**config.mk**
```make
export PLATFORM = sky130hd
export DESIGN_NAME = bus_mux_onehot_reg
export DESIGN_NICKNAME = d
export VERILOG_FILES = /design/src/rtl/bus_mux_onehot_reg.sv
export SDC_FILE = /design/constraint.sdc
export NUM_CORES = 1
export LEC_CHECK = 0
export BUFFER_PORTS_ARGS = -buffer_cell sky130_fd_sc_hd__buf_2
export CAP_MARGIN = 30
export CORE_MARGIN = 4
export CORE_UTILIZATION = 45
export DETAILED_ROUTE_END_ITERATION = 8
export GPL_ROUTABILITY_DRIVEN = 0
export GPL_TIMING_DRIVEN = 1
export PLACE_DENSITY = 0.87
export RECOVER_POWER = 25
export SYNTH_ARGS = -nofsm -noshare
export SYNTH_HDL_FRONTEND = slang
export SYNTH_SLANG_ARGS = --single-unit
export TNS_END_PERCENT = 10
```
**constraint.sdc**
```tcl
create_clock -name clk -period 2 [get_ports clk]
set_clock_uncertainty 0.15 [all_clocks]
set_input_delay 0.4 -clock clk [delete_from_list [all_inputs] [get_ports clk]]
set_output_delay 0.4 -clock clk [all_outputs]
set_load 0.005 [all_outputs]
```
**src/rtl/bus_mux_onehot_reg.sv**
```systemverilog
// Registered one-hot bus multiplexer with sticky illegal-select detection.
// Define BUS_MUX_ERR_CNT_EN to add the saturating illegal-select counter output err_cnt.
`timescale 1ns/1ps
module bus_mux_onehot_reg #(
   parameter int WIDTH       = 9,
   parameter int NSRC        = 10,
   parameter int DEFAULT_IDX = 0,
   parameter int ERR_CNT_W   = 8,
   localparam int IDXW       = (NSRC > 2) ? $clog2(NSRC) : 1
) (
   input  logic                  clk,
   input  logic                  resetn,
   input  logic [WIDTH*NSRC-1:0] src_flat,
   input  logic [NSRC-1:0]       sel,
   input  logic                  load,
   input  logic                  err_clr,
   output logic [WIDTH-1:0]      bus_out,
   output logic                  bus_valid,
   output logic [IDXW-1:0]       src_idx,
   output logic                  sel_err
`ifdef BUS_MUX_ERR_CNT_EN
   ,
   output logic [ERR_CNT_W-1:0]  err_cnt
`endif
);

   logic [WIDTH-1:0] src_arr [NSRC];
   logic [IDXW-1:0]  hot_idx;
   logic [IDXW-1:0]  pick_idx;
   logic             legal;
   logic             illegal_load;

   logic [WIDTH-1:0] bus_reg, bus_next;
   logic             valid_reg, valid_next;
   logic [IDXW-1:0]  idx_reg, idx_next;
   logic             err_reg, err_next;

   generate
      if (NSRC < 2 || DEFAULT_IDX < 0 || DEFAULT_IDX >= NSRC || ERR_CNT_W < 1) begin : g_param_check
         $error("bus_mux_onehot_reg: illegal parameter combination");
      end
      for (genvar gi = 0; gi < NSRC; gi++) begin : g_src
         assign src_arr[gi] = src_flat[gi*WIDTH +: WIDTH];
      end
   endgenerate

   // Exactly one bit set: non-zero and clearing the lowest set bit leaves nothing.
   assign legal        = (sel != '0) && ((sel & (sel - NSRC'(1))) == '0);
   assign illegal_load = load && !legal;

   // OR of set-bit positions; exact whenever the select is one-hot.
   always_comb begin
      hot_idx = '0;
      for (int i = 0; i < NSRC; i++) begin
         if (sel[i]) hot_idx = hot_idx | IDXW'(i);
      end
   end

   assign pick_idx = legal ? hot_idx : IDXW'(DEFAULT_IDX);

   always_comb begin
      bus_next   = bus_reg;
      valid_next = valid_reg;
      idx_next   = idx_reg;
      err_next   = err_reg;
      if (load) begin
         bus_next   = src_arr[pick_idx];
         idx_next   = pick_idx;
         valid_next = legal;
      end
      if (illegal_load) err_next = 1'b1;
      else if (err_clr) err_next = 1'b0;
   end

   always_ff @(posedge clk or negedge resetn) begin
      if (!resetn) begin
         bus_reg   <= '0;
         valid_reg <= 1'b0;
         idx_reg   <= '0;
         err_reg   <= 1'b0;
      end else begin
         bus_reg   <= bus_next;
         valid_reg <= valid_next;
         idx_reg   <= idx_next;
         err_reg   <= err_next;
      end
   end

   assign bus_out   = bus_reg;
   assign bus_valid = valid_reg;
   assign src_idx   = idx_reg;
   assign sel_err   = err_reg;

`ifdef BUS_MUX_ERR_CNT_EN
   logic [ERR_CNT_W-1:0] cnt_reg, cnt_next;

   // A clear on the same edge as an illegal load restarts the count at one.
   always_comb begin
      cnt_next = cnt_reg;
      if (illegal_load) begin
         if (err_clr)              cnt_next = ERR_CNT_W'(1);
         else if (cnt_reg != '1)   cnt_next = cnt_reg + ERR_CNT_W'(1);
      end else if (err_clr) begin
         cnt_next = '0;
      end
   end

   always_ff @(posedge clk or negedge resetn) begin
      if (!resetn) cnt_reg <= '0;
      else         cnt_reg <= cnt_next;
   end

   assign err_cnt = cnt_reg;
`endif

endmodule

```
## Word level (Yosys, flattened, before mapping)

Cells that the tools add are included.

| word-level totals | value |
|---|---|
| register bits after elaboration | 15 |
| input bits | 104 |
| output and inout bits | 15 |
| logic and storage cells | 29 |

| cells by class | value |
|---|---|
| add/sub/neg operators | 1 |
| order comparisons | 1 |
| muxes and demuxes | 15 |
| bitwise operators | 2 |
| reductions and logical operators | 6 |

Operators by type and width:

| kind | count |
|---|---|
| $bmux 9 s4 | 1 |
| $mux 9 | 2 |
| $mux 3 | 4 |
| $mux 4 | 3 |
| $and 10x10->10 | 1 |
| $logic_not 10->1 | 1 |
| $reduce_bool 10->1 | 1 |
| $sub 10x1->10 const B | 1 |
| $ge 5x5->1 const B | 1 |
| $not 4->5 | 1 |
| $mux 2 | 2 |
| $mux 1 | 3 |
| $logic_and 1x1->1 | 2 |
| $reduce_bool 2->1 | 1 |
| $logic_not 1->1 | 1 |

## Logic depth before layout (Yosys ltp)

| depth | value |
|---|---|
| depth in word-level cells | 14 |
| mapped depth | 9 |
| gate-level depth less buffers | 7 |

## Worst setup path before layout

No wires, ideal clock.

| timing | value |
|---|---|
| path type | input to register |
| from | input sel[0] |
| to | register bus_reg[6] (netlist: bus_out[6]) |
| library setup time | 126 ps |
| arrival | 2368 ps |
| data required time | 1724 ps |
| slack | -644 ps |
| stages | 8 |
| buffers on the path | 1 |
| cells stage by stage | or4_4 -> a2111oi_4 -> nor3_4 -> nor2_8 -> buf_6 -> mux2i_1 -> o2bb2ai_1 -> a311o_1 |

| between the ends | value |
|---|---|
| cells in the longest elaborated chain, start to end | 9 |
| elaborated cells on any way between the ends | 10 |
| those cells by class | add/sub (1); mux (4); bitwise (2); reduce/logical (3) |

RTL lines:

| element | RTL line | text |
|---|---|---|
| start: declaration | 14 | `input logic [NSRC-1:0] sel,` |
| $sub 10x1->10 | 48 | `assign legal = (sel != '0) && ((sel & (sel - NSRC'(1))) == '0);` |
| $and 10x10->10 | 48 |  |
| $logic_not 10->1 | 48 |  |
| $logic_and 1x1->1 * | 48 |  |
| $mux 4 * | 59 | `assign pick_idx = legal ? hot_idx : IDXW'(DEFAULT_IDX);` |
| $not 4->5 (implied by the code) * | 67 | `bus_next = src_arr[pick_idx];` |
| $bmux 9 s4 * | 67 |  |
| $mux 9 (implied by the code) * (2 in a row) | 67 |  |
| end signal: assignment | 82 | `bus_reg <= bus_next;` |
| end: declaration | 33 | `logic [WIDTH-1:0] bus_reg, bus_next;` |

Every way passes the cells marked *; elsewhere a longest branch is shown, timed or not. The select of a mux whose other input is x is not followed.
A chain may end at the register's enable or synchronous reset.

## Worst setup path in the final report

Same ends and word-level chain as after synthesis.

==> flow_metrics.py <==
metrics = {
    "logic_synthesis": {
        "muxShareOfSynthArea_pct": 14.8,
        "synthFlopType": "dfrtp_1",
        "synth_top_cell_by_area": "dfrtp_1",
        "synth_edf_count": 0,
        "ys_seq_area_share_pct": 22.7,
        "yosysUniqueCellTypes": 49,
        "synth_top_area_share_pct": 22.7,
        "synth.most_common_cell": "nand2_1",
        "synthSimpleGateAreaFrac_pct": 26.3,
        "synth_fa_ha_area_share_pct": 0,
        "synth_top_family_by_area": "compound AO/OA/AOI/OAI gates",
        "synth_compound_area_share_pct": 31.0,
        "ys_warn_count": 0,
        "synth.top_cells.by_count": "nand2_1 (36), mux2i_1 (20), dfrtp_1 (15)",
        "syn-cell-area_mm2": 0.00165,
        "synth_area_leaders": "dfrtp_1 (23%), mux2i_1 (12%), nand2_1 (8.2%), a221oi_1 (5.3%), o2bb2ai_1 (4.8%)",
        "ys_seq_elements": 15,
        "syn_nets": 293,
        "asyncSetResetFlopFracSynth_pct": 100,
        "synth.avg_cell_area_um2": 8.75,
        "synthCells": 189,
        "synth-xor-area-share_pct": 0,
    },
    "routing": {
        "antenna_left": 0,
        "drt_iter0_markers": 86,
        "via_count": 2090,
        "drt-vias-per-instance": 5.54,
        "wl_per_cell_um": 16.2,
        "drc_errors": 0,
        "drt_wl_total_um": 6100,
        "dr.pass1.iters": 6,
    },
    "timing": {
        "finalCritPeriodShare_pct": 125,
        "setup-tns-final_ns": -4.02,
        "final.min_clock_period_ns": 2.50,
        "drv_slew": 0,
        "finalSetupViolations": 12,
        "layout_setup_ws_ns": -0.495,
        "fmax_mhz": 401,
        "relSlewSlack_pct": 43.6,
        "hold_viol": 0,
        "tightest_slew_ns": 0.846,
        "rsz0062_at_grt": "true",
    },
    "pwr": {
        "ir_drop_uv": 300,
        "p_total_uw": 908,
        "power_density_mw_per_mm2": 347,
        "leakage_nw": 1.27,
    },
    "final_layout": {
        "instances_no_fill": 377,
        "design_area_mm2": 0.00262,
        "areaGrowthSynthToFinish_pct": 58.4,
        "nets": 436,
        "final_util_pct": 76.0,
        "drive_above_1_share_pct": 53.2,
        "num_antenna_cells": 0,
    },
    "worst_setup_path": {
        "slowest_stage": "or4_4",
        "cp_cell_sequence": "buf_8 -> or4_4 -> a2111oi_4 -> nor3_4 -> nor2_8 -> buf_12 -> mux2i_2 -> nand2_1 -> a311o_1",
        "cp_top_family": "simple AND/OR/NAND/NOR gates",
        "slowest_delay_ns": 0.57,
        "cp.arrival_ns": 2.48,
        "start_kind": "primary input",
        "path_class": "in -> reg",
        "worst_setup_path_end_kind": "register",
        "crit_fanout": 10,
        "critPathBufInv": 2,
        "rrSetupSlack_ns": 0.94,
        "cp.required_ns": 1.98,
    },
    "place": {
        "placed_cells": 371,
        "placed_cell_area_mm2": 0.00250,
        "placement.io_buffers": 118,
        "post-dp-hpwl_um": 5000,
    },
    "worst_hold_path": {
        "hold_path.class": "in -> reg",
    },
    "clock_network": {
        "cts_inserted_buffers": 3,
        "cts_tree": "yes",
        "h-tree-depth": 1,
        "cts.clk_slew.worst_paths_ns": 0.06,
        "cts_buffer_depth": 2,
        "clk_latency_ns": 0.25,
        "root_buffer": "clkbuf_8",
        "clock_sinks": 15,
    },
    "flow_run": {
        "maxCapViolations": 0,
    },
    "outcome": {
        "status": "complete, but fails checks",
        "failed_checks": "negative setup slack",
    },
    "die": {
        "design.die.area_mm2": 0.00471,
        "core-area_mm2": 0.00344,
        "rows": 21,
        "die_w_um": 68.6,
        "start_util_pct": 48.0,
        "pin_count": 119,
        "die_h_um": 68.6,
    },
    "global_routing": {
        "grt-ovfl-total": 0,
        "grt_max_degree": 18,
        "grt_pass1_vias": 2092,
        "antenna_found_initial": 0,
        "grtUsageTotal_pct": 25.9,
        "grt_pass1_wl_um": 9200,
    },
}
## final cells by class
type	count	area, um^2
timing repair buffer	148	883
clock buffer	4	45.0
tap	46	57.6
sequential	15	375
inverter	8	30.0
fill	274	825
multi-input combinational	156	1230
## stage by stage
step,hold WS [ns],setup slack (ns)
floorplan,-0.0456,-0.479
global placement,0.168,-0.700
detailed placement,0.169,-0.818
CTS,0.184,-0.513
global route,0.188,-0.578
finish,0.185,-0.495
## routing by layer
metal / part of all wire [%] / up-vias / track usage [%]
met1: 37 / 960 / 29.3
met5: 0 / - / 0
met2: 52 / 111 / 48.4
li1: - / 1009 / -
met4: 1.2 / 0 / 6.20
met3: 9.7 / 10 / 6.16
## power breakdown
| group | total [mW] | internal, mW | switching (mW) |
|---|---|---|---|
| registers | 0.336 | 0.324 | 0.0119 |
| logic | 0.322 | 0.175 | 0.147 |
| clock network | 0.250 | 0.141 | 0.108 |
| total | 0.908 | 0.641 | 0.267 |
## sequential cells by signal, indices dropped and copies added (netlist names)
register and flops:
bus_out 9, bus_valid 1, sel_err 1, src_idx 4
## final timing paths
kind,start,to,cells after the start
min,err_clr,sel_err,2
min in group asynchronous,resetn,sel_err,2
max in group asynchronous,resetn,src_idx[1],2
min reg2reg,src_idx[2],src_idx[2],1
max,sel[0],bus_out[6],9
max reg2reg,bus_out[7],bus_out[7],2
## layout by cell type (no fill, tap or decap), drive strengths merged, types with 3 or more instances in the layout
| cell type | n |
|---|---|
| a311o | 3 |
| nand2 | 36 |
| nand3 | 6 |
| inv | 8 |
| mux2i | 20 |
| a221oi | 10 |
| nand2b | 3 |
| or4 | 3 |
| o21ai | 11 |
| mux2 | 4 |
| nor4 | 3 |
| buf | 145 |
| dfrtp | 15 |
| and3 | 4 |
| clkbuf | 6 |
| nor2 | 8 |
| o2bb2ai | 9 |
| a211oi | 5 |
| a31o | 5 |
| nor3 | 3 |
## logic make-up after synthesis
logic type,count (synthesis)
compound gates,60
buf+inv,18
flops,15
simple gates,72
mux,24
## repair_timing
item / CTS / global route
gates resized for setup: 12 / 6
hold endpoints to repair: 15 / 0
pin swaps: 2 / 3
hold buffers: 1 / 0
setup buffers: 1 / 0
endpoints found under the setup margin: 12 / 13
## worst register-to-register path: cells and delay by family, from the launching register on
| kind | cells | cell delay, ns |
|---|---|---|
| flops | 1 | 0.39 |
| compound gates | 2 | 0.41 |
Note: power is estimated with default switching activity, not from simulation.
